--- config.mk ---
export PLATFORM = sky130hd
export DESIGN_NAME = uart_tx_arbiter
export DESIGN_NICKNAME = d
export VERILOG_FILES = /design/src/rtl/uart_tx_arbiter.sv
export SDC_FILE = /design/constraint.sdc
export NUM_CORES = 1
export LEC_CHECK = 0
export CAP_MARGIN = 20
export CORE_MARGIN = 2
export CORE_UTILIZATION = 48
export CTS_BUF_LIST = sky130_fd_sc_hd__clkbuf_4 sky130_fd_sc_hd__clkbuf_8
export DETAILED_ROUTE_END_ITERATION = 12
export GPL_ROUTABILITY_DRIVEN = 0
export PLACE_DENSITY_LB_ADDON = 0.2
export RECOVER_POWER = 100
export SLEW_MARGIN = 20
export SYNTH_ARGS = -nofsm -noshare
export SYNTH_HDL_FRONTEND = slang
export SYNTH_SLANG_ARGS = --single-unit
--- constraint.sdc ---
create_clock -name Clk -period 3.66 [get_ports Clk]
set_input_delay 1.098 -clock Clk [delete_from_list [all_inputs] [get_ports Clk]]
set_output_delay 1.098 -clock Clk [all_outputs]
set_load 0.005 [all_outputs]
--- src/rtl/uart_tx_arbiter.sv ---
// rtl/uart_tx_arbiter.sv - round-robin arbiter sharing one UART transmitter among NUM_REQ clients
// Grants one byte at a time, holds Transmit_Start until Tx_Busy rises, then waits for it to fall.
module uart_tx_arbiter #(
   parameter int NUM_REQ       = 4,
   parameter int DATA_BITS     = 8,
   parameter int START_TIMEOUT = 16
) (
   input  logic                         Clk,
   input  logic                         Rst_n,
   input  logic [NUM_REQ-1:0]           Req,
   input  logic [NUM_REQ*DATA_BITS-1:0] Req_Data,
   output logic [NUM_REQ-1:0]           Ack,
   input  logic                         CTS,
   input  logic                         BIST_Busy,
   input  logic                         Tx_Busy,
   output logic [DATA_BITS-1:0]         Tx_Data,
   output logic                         Transmit_Start,
   output logic                         Arb_Busy,
   output logic                         Done,
   output logic [$clog2(NUM_REQ)-1:0]   Done_Id,
   output logic                         Timeout_Err
);

   localparam int ID_W  = $clog2(NUM_REQ);
   localparam int CNT_W = $clog2(START_TIMEOUT + 1);
   localparam logic [CNT_W-1:0] CNT_LAST = CNT_W'(START_TIMEOUT - 1);
   localparam logic [ID_W-1:0]  ID_LAST  = ID_W'(NUM_REQ - 1);
   localparam logic [NUM_REQ-1:0] ONE_HOT0 = NUM_REQ'(1);

   typedef enum logic [1:0] {IDLE, START, SENDING} state_t;

   state_t               state;
   logic [ID_W-1:0]      last_grant;
   logic [CNT_W-1:0]     count;
   logic [ID_W-1:0]      winner;
   logic                 winner_vld;
   logic                 grant_ok;
   logic [DATA_BITS-1:0] sel_data;
   int                   idx;

   // Rotating priority: search starts just above the previous winner and wraps.
   always_comb begin
      winner     = '0;
      winner_vld = 1'b0;
      idx        = 0;
      for (int k = 1; k <= NUM_REQ; k++) begin
         idx = (int'(last_grant) + k) % NUM_REQ;
         if (!winner_vld && Req[ID_W'(idx)]) begin
            winner     = ID_W'(idx);
            winner_vld = 1'b1;
         end
      end
   end

   always_comb begin
      sel_data = '0;
      for (int i = 0; i < NUM_REQ; i++) begin
         if (winner == ID_W'(i)) begin
            sel_data = Req_Data[i*DATA_BITS +: DATA_BITS];
         end
      end
   end

   assign grant_ok = winner_vld && CTS && !BIST_Busy && !Tx_Busy;

   always_ff @(posedge Clk or negedge Rst_n) begin
      if (!Rst_n) begin
         state          <= IDLE;
         last_grant     <= ID_LAST;
         count          <= '0;
         Tx_Data        <= '0;
         Transmit_Start <= 1'b0;
         Ack            <= '0;
         Arb_Busy       <= 1'b0;
         Done           <= 1'b0;
         Done_Id        <= '0;
         Timeout_Err    <= 1'b0;
      end else begin
         Ack         <= '0;
         Done        <= 1'b0;
         Timeout_Err <= 1'b0;
         case (state)
            IDLE: begin
               if (grant_ok) begin
                  Tx_Data        <= sel_data;
                  Ack            <= ONE_HOT0 << winner;
                  Transmit_Start <= 1'b1;
                  last_grant     <= winner;
                  count          <= '0;
                  Arb_Busy       <= 1'b1;
                  state          <= START;
               end
            end
            START: begin
               // Tx_Busy is checked first so a late handshake on the last cycle still counts.
               if (Tx_Busy) begin
                  Transmit_Start <= 1'b0;
                  count          <= '0;
                  state          <= SENDING;
               end else if (count == CNT_LAST) begin
                  Transmit_Start <= 1'b0;
                  Timeout_Err    <= 1'b1;
                  Done_Id        <= last_grant;
                  count          <= '0;
                  Arb_Busy       <= 1'b0;
                  state          <= IDLE;
               end else begin
                  count <= count + CNT_W'(1);
               end
            end
            SENDING: begin
               if (!Tx_Busy) begin
                  Done     <= 1'b1;
                  Done_Id  <= last_grant;
                  Arb_Busy <= 1'b0;
                  state    <= IDLE;
               end
            end
            default: begin
               Transmit_Start <= 1'b0;
               Arb_Busy       <= 1'b0;
               count          <= '0;
               state          <= IDLE;
            end
         endcase
      end
   end

endmodule

Yosys cells after proc, flatten, opt, wreduce, memory -nomap -nowiden
Index checks and enable logic that the tools add are counted.
{"block": "totals", "in_bits": 41, "ramBits": 0, "latchBits": 0, "n_memories": 0, "output_inout_bits": 18, "register_bits": 27, "word_cells": 103, "romBits": 0}
{"block": "classes", "mux": 51, "addsub": 5, "bitwise_logic": 1, "eq_ne": 11, "reduce_logical": 20, "shifts": 1, "n_mul": 0, "n_div": 0, "n_lt_le_gt_ge": 4}
{"cell": "$mux 8", "n": 4}
{"cell": "$mux 1", "n": 22}
{"cell": "$mux 2", "n": 11}
{"cell": "$lt 2x4->1 const B", "n": 4}
{"cell": "$mux 5", "n": 3}
{"cell": "$pmux 5 s3", "n": 1}
{"cell": "$bmux 1 s2", "n": 4}
{"cell": "$mux 4", "n": 2}
{"cell": "$ne 2x2->1 const B", "n": 4}
{"cell": "$reduce_and 4->1", "n": 2}
{"cell": "$eq 2x2->1 const B", "n": 3}
{"cell": "$logic_and 1x1->1", "n": 6}
{"cell": "$pmux 1 s3", "n": 2}
{"cell": "$pmux 2 s3", "n": 1}
{"cell": "$reduce_and 3->1", "n": 2}
{"cell": "$add 5x1->5 const B", "n": 1}
{"cell": "$eq 5x4->1 const B", "n": 1}
{"cell": "$logic_not 1->1", "n": 5}
{"cell": "$add 2x1->2 const B", "n": 2}
{"cell": "$add 2x2->2 const B", "n": 2}
{"cell": "$eq 2x1->1 const B", "n": 2}
{"cell": "$logic_not 2->1", "n": 2}
{"cell": "$pmux 2 s2", "n": 1}
{"cell": "$reduce_and 2->1", "n": 2}
{"cell": "4 further kinds", "n": 4}

Longest topological paths before layout
Gate-level depths: netlist of run 1.
{"block": "depth", "depth_word": 19, "ltp_mapped": 7, "mapped_depth_nobuf": 6}

Worst setup path after synthesis of run 1
No wires, ideal clock.
{"block": "synth_timing", "path_kind": "input -> register", "startpoint": "in Req[1]", "endpoint": "reg Tx_Data[7]", "setup_slack_ps": 1297, "arrival_ps": 2289, "required_ps": 3586, "cell_stages": 6, "setup_time_ps": 74, "path_buffers": 1, "cell_sequence": "or2_1 -> a311oi_2 -> buf_6 -> mux2i_1 -> mux2_2 -> o21ai_2"}
{"block": "synth_between", "elab_chain_len": 18, "elab_cells_between_ends": 38, "classes_between": "eq/ne (3); mux (24); reduce/logical (11)"}
{"element": "from (decl)", "line_no": "10", "rtl": "input logic [NUM_REQ-1:0] Req,"}
{"element": "$bmux 1 s2", "line_no": "48", "rtl": "if (!winner_vld && Req[ID_W'(idx)]) begin"}
{"element": "$mux 1 (implied by the code) (2 in a row)", "line_no": "48"}
{"element": "$mux 1", "line_no": "48"}
{"element": "$logic_not 1->1", "line_no": "48"}
{"element": "$logic_and 1x1->1", "line_no": "48"}
{"element": "$mux 1", "line_no": "48"}
{"element": "$logic_not 1->1", "line_no": "48"}
{"element": "$logic_and 1x1->1", "line_no": "48"}
{"element": "$mux 1", "line_no": "48"}
{"element": "$logic_not 1->1", "line_no": "48"}
{"element": "$logic_and 1x1->1", "line_no": "48"}
{"element": "$mux 2", "line_no": "48"}
{"element": "$logic_not 2->1", "line_no": "58", "rtl": "if (winner == ID_W'(i)) begin"}
{"element": "$mux 8 (4 in a row)", "line_no": "58"}
{"element": "to (signal assigned)", "line_no": "85", "rtl": "Tx_Data <= sel_data;"}
{"element": "to (decl)", "line_no": "16", "rtl": "output logic [DATA_BITS-1:0] Tx_Data,"}
Several ways; a longest one is shown, not always the timed one. The select of a mux whose other input is x is not followed.
A chain may end at the register's enable or synchronous reset.

Worst setup path in the final report of run 1
{"block": "layout_timing", "startpoint": "in Req[1]", "endpoint": "reg Tx_Data[0]"}
Same word-level chain as after synthesis.

==> results_dict.tcl, run 1 <==
set metrics [dict create \
    post-route-period-util_pct 81.77 \
    power_mw 1.015 \
    grt_usage_pct 22.41 \
    area_delta_synth_final_pct 42.28 \
    grt_first_pass_wirelength_mm 5.927 \
    clk_latency_ns 0.33 \
    ff2ff_path_depth 4 \
    place_ws_ns 0.4325 \
    fmaxAchievable_mhz 334.2 \
    antennaDiodeCount 0 \
    outcome "finished, violations left" \
    synth_top_family_by_area "simple AND/OR/NAND/NOR gates" \
    yosys_warnings 0 \
    cts.sinks 27 \
    routedWlPerCell_um 14.79 \
    tns_ns 0 \
    finalCriticalPeriod_ns 2.993 \
    post-route-util_pct 73.55 \
    cts_hold_buf 0 \
    initial_core_util_pct 51.69 \
    hold_path.class "reg -> reg" \
    crit_chain "dlygate4sd3_1, a221oi_1, o21ai_1, mux2_2, o21ai_0" \
    path_buf_inv 1 \
    synthesis.nets 182 \
    yosys-mux-area-fraction_pct 14.50 \
    pwr-share-seq_pct 43.6 \
    cts-root-buf "clkbuf_4" \
    drc 3 \
    cp_slowest_cell "o21ai_1" \
    die_x_um 58.97 \
    clockPowerShare_pct 13.6 \
    rr_startpoint "last_grant[1]" \
    synthesis.instances 140 \
    routed_wl_mm 3.401 \
    netlist_area_um2 1450 \
    nFillCells 236 \
    rows 19 \
    h-tree-depth 1 \
    drive_above_1_share_pct 9.045 \
    p_switching_mw 0.3348 \
    clock_path_buffers 2 \
    setup_viol_count_final 0 \
    p_int_mw 0.6805 \
    final_cell_mix "37 x clkdlybuf4s50_1, 25 x dfrtp_1, 21 x dlygate4sd3_1" \
    leakage_nw 0.9522 \
    cp-start-kind "primary input" \
    cts_tree "done" \
    ys.flop_type "dfrtp_1" \
    dp_cells 226 \
    slew-limit-headroom_pct 5.180 \
    critPathCaptureType "flip-flop" \
    finClkSkew_ns 0.006501 \
    min-delay-start "count[4]" \
    grt_max_degree 28 \
    final-hold-violation-count 0 \
    first_global_vias 1323 \
    dieArea_um2 3477 \
    hold_depth 1 \
    drt-initial-drc-count 58 \
    async_reset_ff_share_pct 100.0 \
    cp_top_family "compound AO/OA/AOI/OAI gates" \
    ys_ff_latch 27 \
    max_stage_delay_ns 0.81 \
    maxSlewViolCount 0 \
    num_io_pins 59 \
    timing.final.ws_setup_ns 0.6674 \
    grt_overflow 0 \
    crit_fanout 13 \
    antenna_found_initial 0 \
    firstDrtPassIters 8 \
    synth_fa_ha_area_share_pct 0.8628 \
    cts_buffers 3 \
    path_depth 5 \
    p_sw_share_pct 32.98 \
    synthDistinctLibCells 36 \
    antenna_left 0 \
    path_clk_slew_ns 0.16 \
    instances_no_fill 230 \
    rsz0062_at_grt "no" \
    synth_edf_count 0 \
    die_h_um 58.97 \
    dp_hpwl_mm 2.707 \
    synth_xor_area_share_pct 0.6040 \
    final_nets 242 \
    synth_compound_area_share_pct 15.10 \
    mostFrequentLayoutCell "clkdlybuf4s50_1" \
    startpoint "Req[1]" \
    worst_slew_pin_slew_ns 1.422 \
    comb_power_share_pct 42.8 \
    power_density_nw_per_um2 492.1 \
    cp.arrival_ns 3.26 \
    via_count 1256 \
    maxCapViolations 0 \
    core_area_um2 2805 \
    ys_seq_area_share_pct 46.76 \
    avgSynthCellArea_um2 10.36 \
    ir_drop_mv 0.2338 \
    setup.worst_path.class "in -> reg" \
    port_buffers 58 \
    post_cts.repair.setup_buffers 0 \
    yosys.area_share.simple_pct 17.77 \
    cts_resized 0 \
    violations "design-rule violations" \
    vias_per_cell 5.461 \
    critPathRequiredTime_ns 3.92 \
]
final cells by class:
type | count | area [um2] | share of cell area [%]
Clock buffer | 3 | 22.52 | 1.092
Timing Repair Buffer | 61 | 595.6 | 28.87
Sequential cell | 27 | 678.2 | 32.87
Tap cell | 31 | 38.79 | 1.880
Multi-Input combinational cell | 101 | 696.9 | 33.78
Clock inverter | 1 | 8.758 | 0.4245
Inverter | 6 | 22.52 | 1.092
registers in the layout, summed over array words and instances (netlist names):
name            cells
Tx_Data             8
state               2
Ack                 4
count               5
Arb_Busy            1
Done                1
Transmit_Start      1
last_grant          2
Timeout_Err         1
Done_Id             2
layer usage:
layer  wire length [um]  global-route usage, %  up-vias
met5                  0                      0        -
met4                 31                  7.468        0
met3                209                  3.956        4
met2               1772                  39.52       42
met1               1388                  27.54      594
li1                   -                      -      616
cells in the mapped netlist, drive strengths merged, types with 3 or more instances:
master	count	area share [%]
nand2	17	4.4
mux2i	12	8.3
o21ai	15	6.7
nand2b	5	2.2
buf	5	2.6
nor2b	3	1.3
inv	6	1.6
nor2	10	2.6
and3	3	1.3
dfrtp	25	43
o211ai	3	1.6
mux2	8	6.2
and2	3	1.3
kinds of logic after synthesis:
| group | count (synthesis) |
|---|---|
| simple gates | 50 |
| compound gates | 29 |
| flops | 27 |
| mux | 20 |
| buf+inv | 12 |
| xor+xnor | 1 |
| fa+ha+maj | 1 |
per-stage QoR:
step / hold slack, ns / cell area, um2
after floorplan: 0.4484 / 1450
after global placement: 0.4633 / 2062
after detailed placement: 0.4676 / 2062
after CTS: 0.5044 / 2093
after global routing: 0.5260 / 2063
final: 0.4998 / 2063
power by group through the flow:
| stage | clock network [mW] | logic, mW | registers, mW |
|---|---|---|---|
| floorplan | 0 | 0.270 | 0.441 |
| global placement | 0 | 0.468 | 0.448 |
| detailed placement | 0 | 0.485 | 0.451 |
| CTS | 0.144 | 0.487 | 0.447 |
| global route | 0.153 | 0.484 | 0.455 |
| finish | 0.138 | 0.435 | 0.442 |
worst register-to-register path, delay by kind of cell (launching register included):
kind           cells  cell delay, ns
AO/OA/AOI/OAI      3            1.04
flip-flops         1            0.64
multiplexers       1            0.42
final timing paths:
check,to,slack [ns]
hold / removal,count[4],0.50
hold reg to reg,count[4],0.50
max in group asynchronous,Ack[2],1.24
setup reg to reg,Tx_Data[0],1.50
min in group asynchronous,Done,1.60
setup / recovery,Tx_Data[0],0.67
No activity file was read; power rests on OpenSTA's default activity.
==> inputs of run 2 (changes only) <==
Settings changed: CORE_UTILIZATION 48 to 44.
Clock period 3.66 ns to 3.05 ns, I/O delays scaled along.
==> results_dict.tcl, run 2 (synthesized netlist as in run 1, its figures left out) <==
set metrics [dict create \
    cts_hold_buf 0 \
    slew-limit-headroom_pct 6.870 \
    initial_core_util_pct 46.73 \
    finClkSkew_ns 0.01059 \
    rows 20 \
    critPathRequiredTime_ns 3.31 \
    min-delay-start "Tx_Data[4]" \
    met3_usage_pct 3.782 \
    power_density_nw_per_um2 587.2 \
    core_area_um2 3103 \
    maxCapViolations 0 \
    critPathCaptureType "flip-flop" \
    grt_max_degree 28 \
    clock_path_buffers 2 \
    port_buffers 58 \
    top_usage_layer "met2" \
    grt_overflow 0 \
    drc 0 \
    final_nets 243 \
    post_cts.repair.setup_buffers 0 \
    finalCriticalPeriod_ns 2.710 \
    first_global_vias 1270 \
    cts_buffers 3 \
    r2r-end "Tx_Data[1]" \
    grt_first_pass_wirelength_mm 5.561 \
    regMostFlops "Tx_Data" \
    cts_resized 0 \
    die_x_um 61.41 \
    setup_viol_count_final 0 \
    cts_tree "done" \
    cts-root-buf "clkbuf_4" \
    post-route-util_pct 68.15 \
    fmaxAchievable_mhz 369.0 \
    area_delta_synth_final_pct 45.82 \
    dp_hpwl_mm 2.625 \
    reg2reg_slack_ns 0.99 \
    mostFrequentLayoutCell "clkdlybuf4s50_1" \
    crit_fanout 8 \
    antenna_found_initial 0 \
    largest_register_ffs 8 \
    clk_latency_ns 0.33 \
    drive_above_1_share_pct 11.50 \
    final_cell_mix "37 x clkdlybuf4s50_1, 25 x dfrtp_1, 21 x dlygate4sd3_1" \
    routedWlPerCell_um 13.60 \
    vias_per_cell 5.156 \
    cp.arrival_ns 2.97 \
    instances_no_fill 244 \
    hold_path.class "reg -> reg" \
    path_clk_slew_ns 0.14 \
    die_h_um 61.41 \
    largestRegisters "Tx_Data: 8 flops, count: 5 flops, Ack: 4 flops" \
    antennaDiodeCount 0 \
    post_dp_cell_area_um2 2098 \
    gr-usage-met1_pct 24.09 \
    drt-initial-drc-count 58 \
    rr_startpoint "last_grant[1]" \
    tns_ns 0 \
    final-hold-violation-count 0 \
    cp-start-kind "primary input" \
    routed_wl_mm 3.319 \
    via_count 1258 \
    firstDrtPassIters 5 \
    hold_depth 2 \
    num_io_pins 59 \
    postLayoutCellArea_um2 2115 \
    timing.final.ws_setup_ns 0.3398 \
    dp_cells 240 \
    grt_use_met2_pct 35.56 \
    ir_drop_mv 0.2379 \
    place_ws_ns 0.1430 \
    h-tree-depth 1 \
    power_mw 1.242 \
    cts.sinks 27 \
    hold_end "Tx_Data[4]" \
    grt_usage_pct 20.08 \
    worst_slew_pin_slew_ns 1.397 \
    leakage_nw 0.9635 \
    outcome "finished clean" \
    ff2ff_path_depth 5 \
    antenna_left 0 \
    whs_ns 0.5026 \
    post-route-period-util_pct 88.86 \
    dieArea_um2 3771 \
    rsz0062_at_grt "no" \
    maxSlewViolCount 0 \
    setup.worst_path.class "in -> reg" \
]
-- run 2: area by class of cell --
type | instances | area (um2)
fillers | 275 | 988.4
repair buffers | 62 | 613.1
clock inverters | 1 | 7.507
flip-flops and latches | 27 | 678.2
inverters | 6 | 22.52
well taps | 44 | 55.05
clock buffers | 3 | 22.52
multi-input cells | 101 | 715.7
-- run 2: per-layer routing --
layer | up-vias | wire [um]
met5 | - | 0
met2 | 56 | 1700
met1 | 572 | 1302
met3 | 9 | 256
met4 | 0 | 59
li1 | 621 | -
-- run 2: power breakdown --
group / switching, mW / leakage (nW) / internal, mW / total, mW
logic: 0.230 / 0.601 / 0.324 / 0.554
registers: 0.0694 / 0.348 / 0.460 / 0.529
clock network: 0.108 / 0.0139 / 0.0502 / 0.159
-- run 2: worst max path at each step --
stage                     startpoint         end  cells after the start
final                         Req[1]  Tx_Data[1]                      6
after floorplan               Req[1]  Tx_Data[7]                      6
after global routing          Req[1]  Tx_Data[1]                      6
after global placement        Req[3]  Tx_Data[1]                      6
after CTS                     Req[3]  Tx_Data[1]                      6
after detailed placement      Req[3]  Tx_Data[6]                      6
-- run 2: critical path, cell delays in order --
cell           delay (ns)
dlygate4sd3_1        0.65
a221oi_1             0.12
o21ai_1              0.46
clkbuf_1             0.33
mux2_2               0.39
o21ai_2              0.11
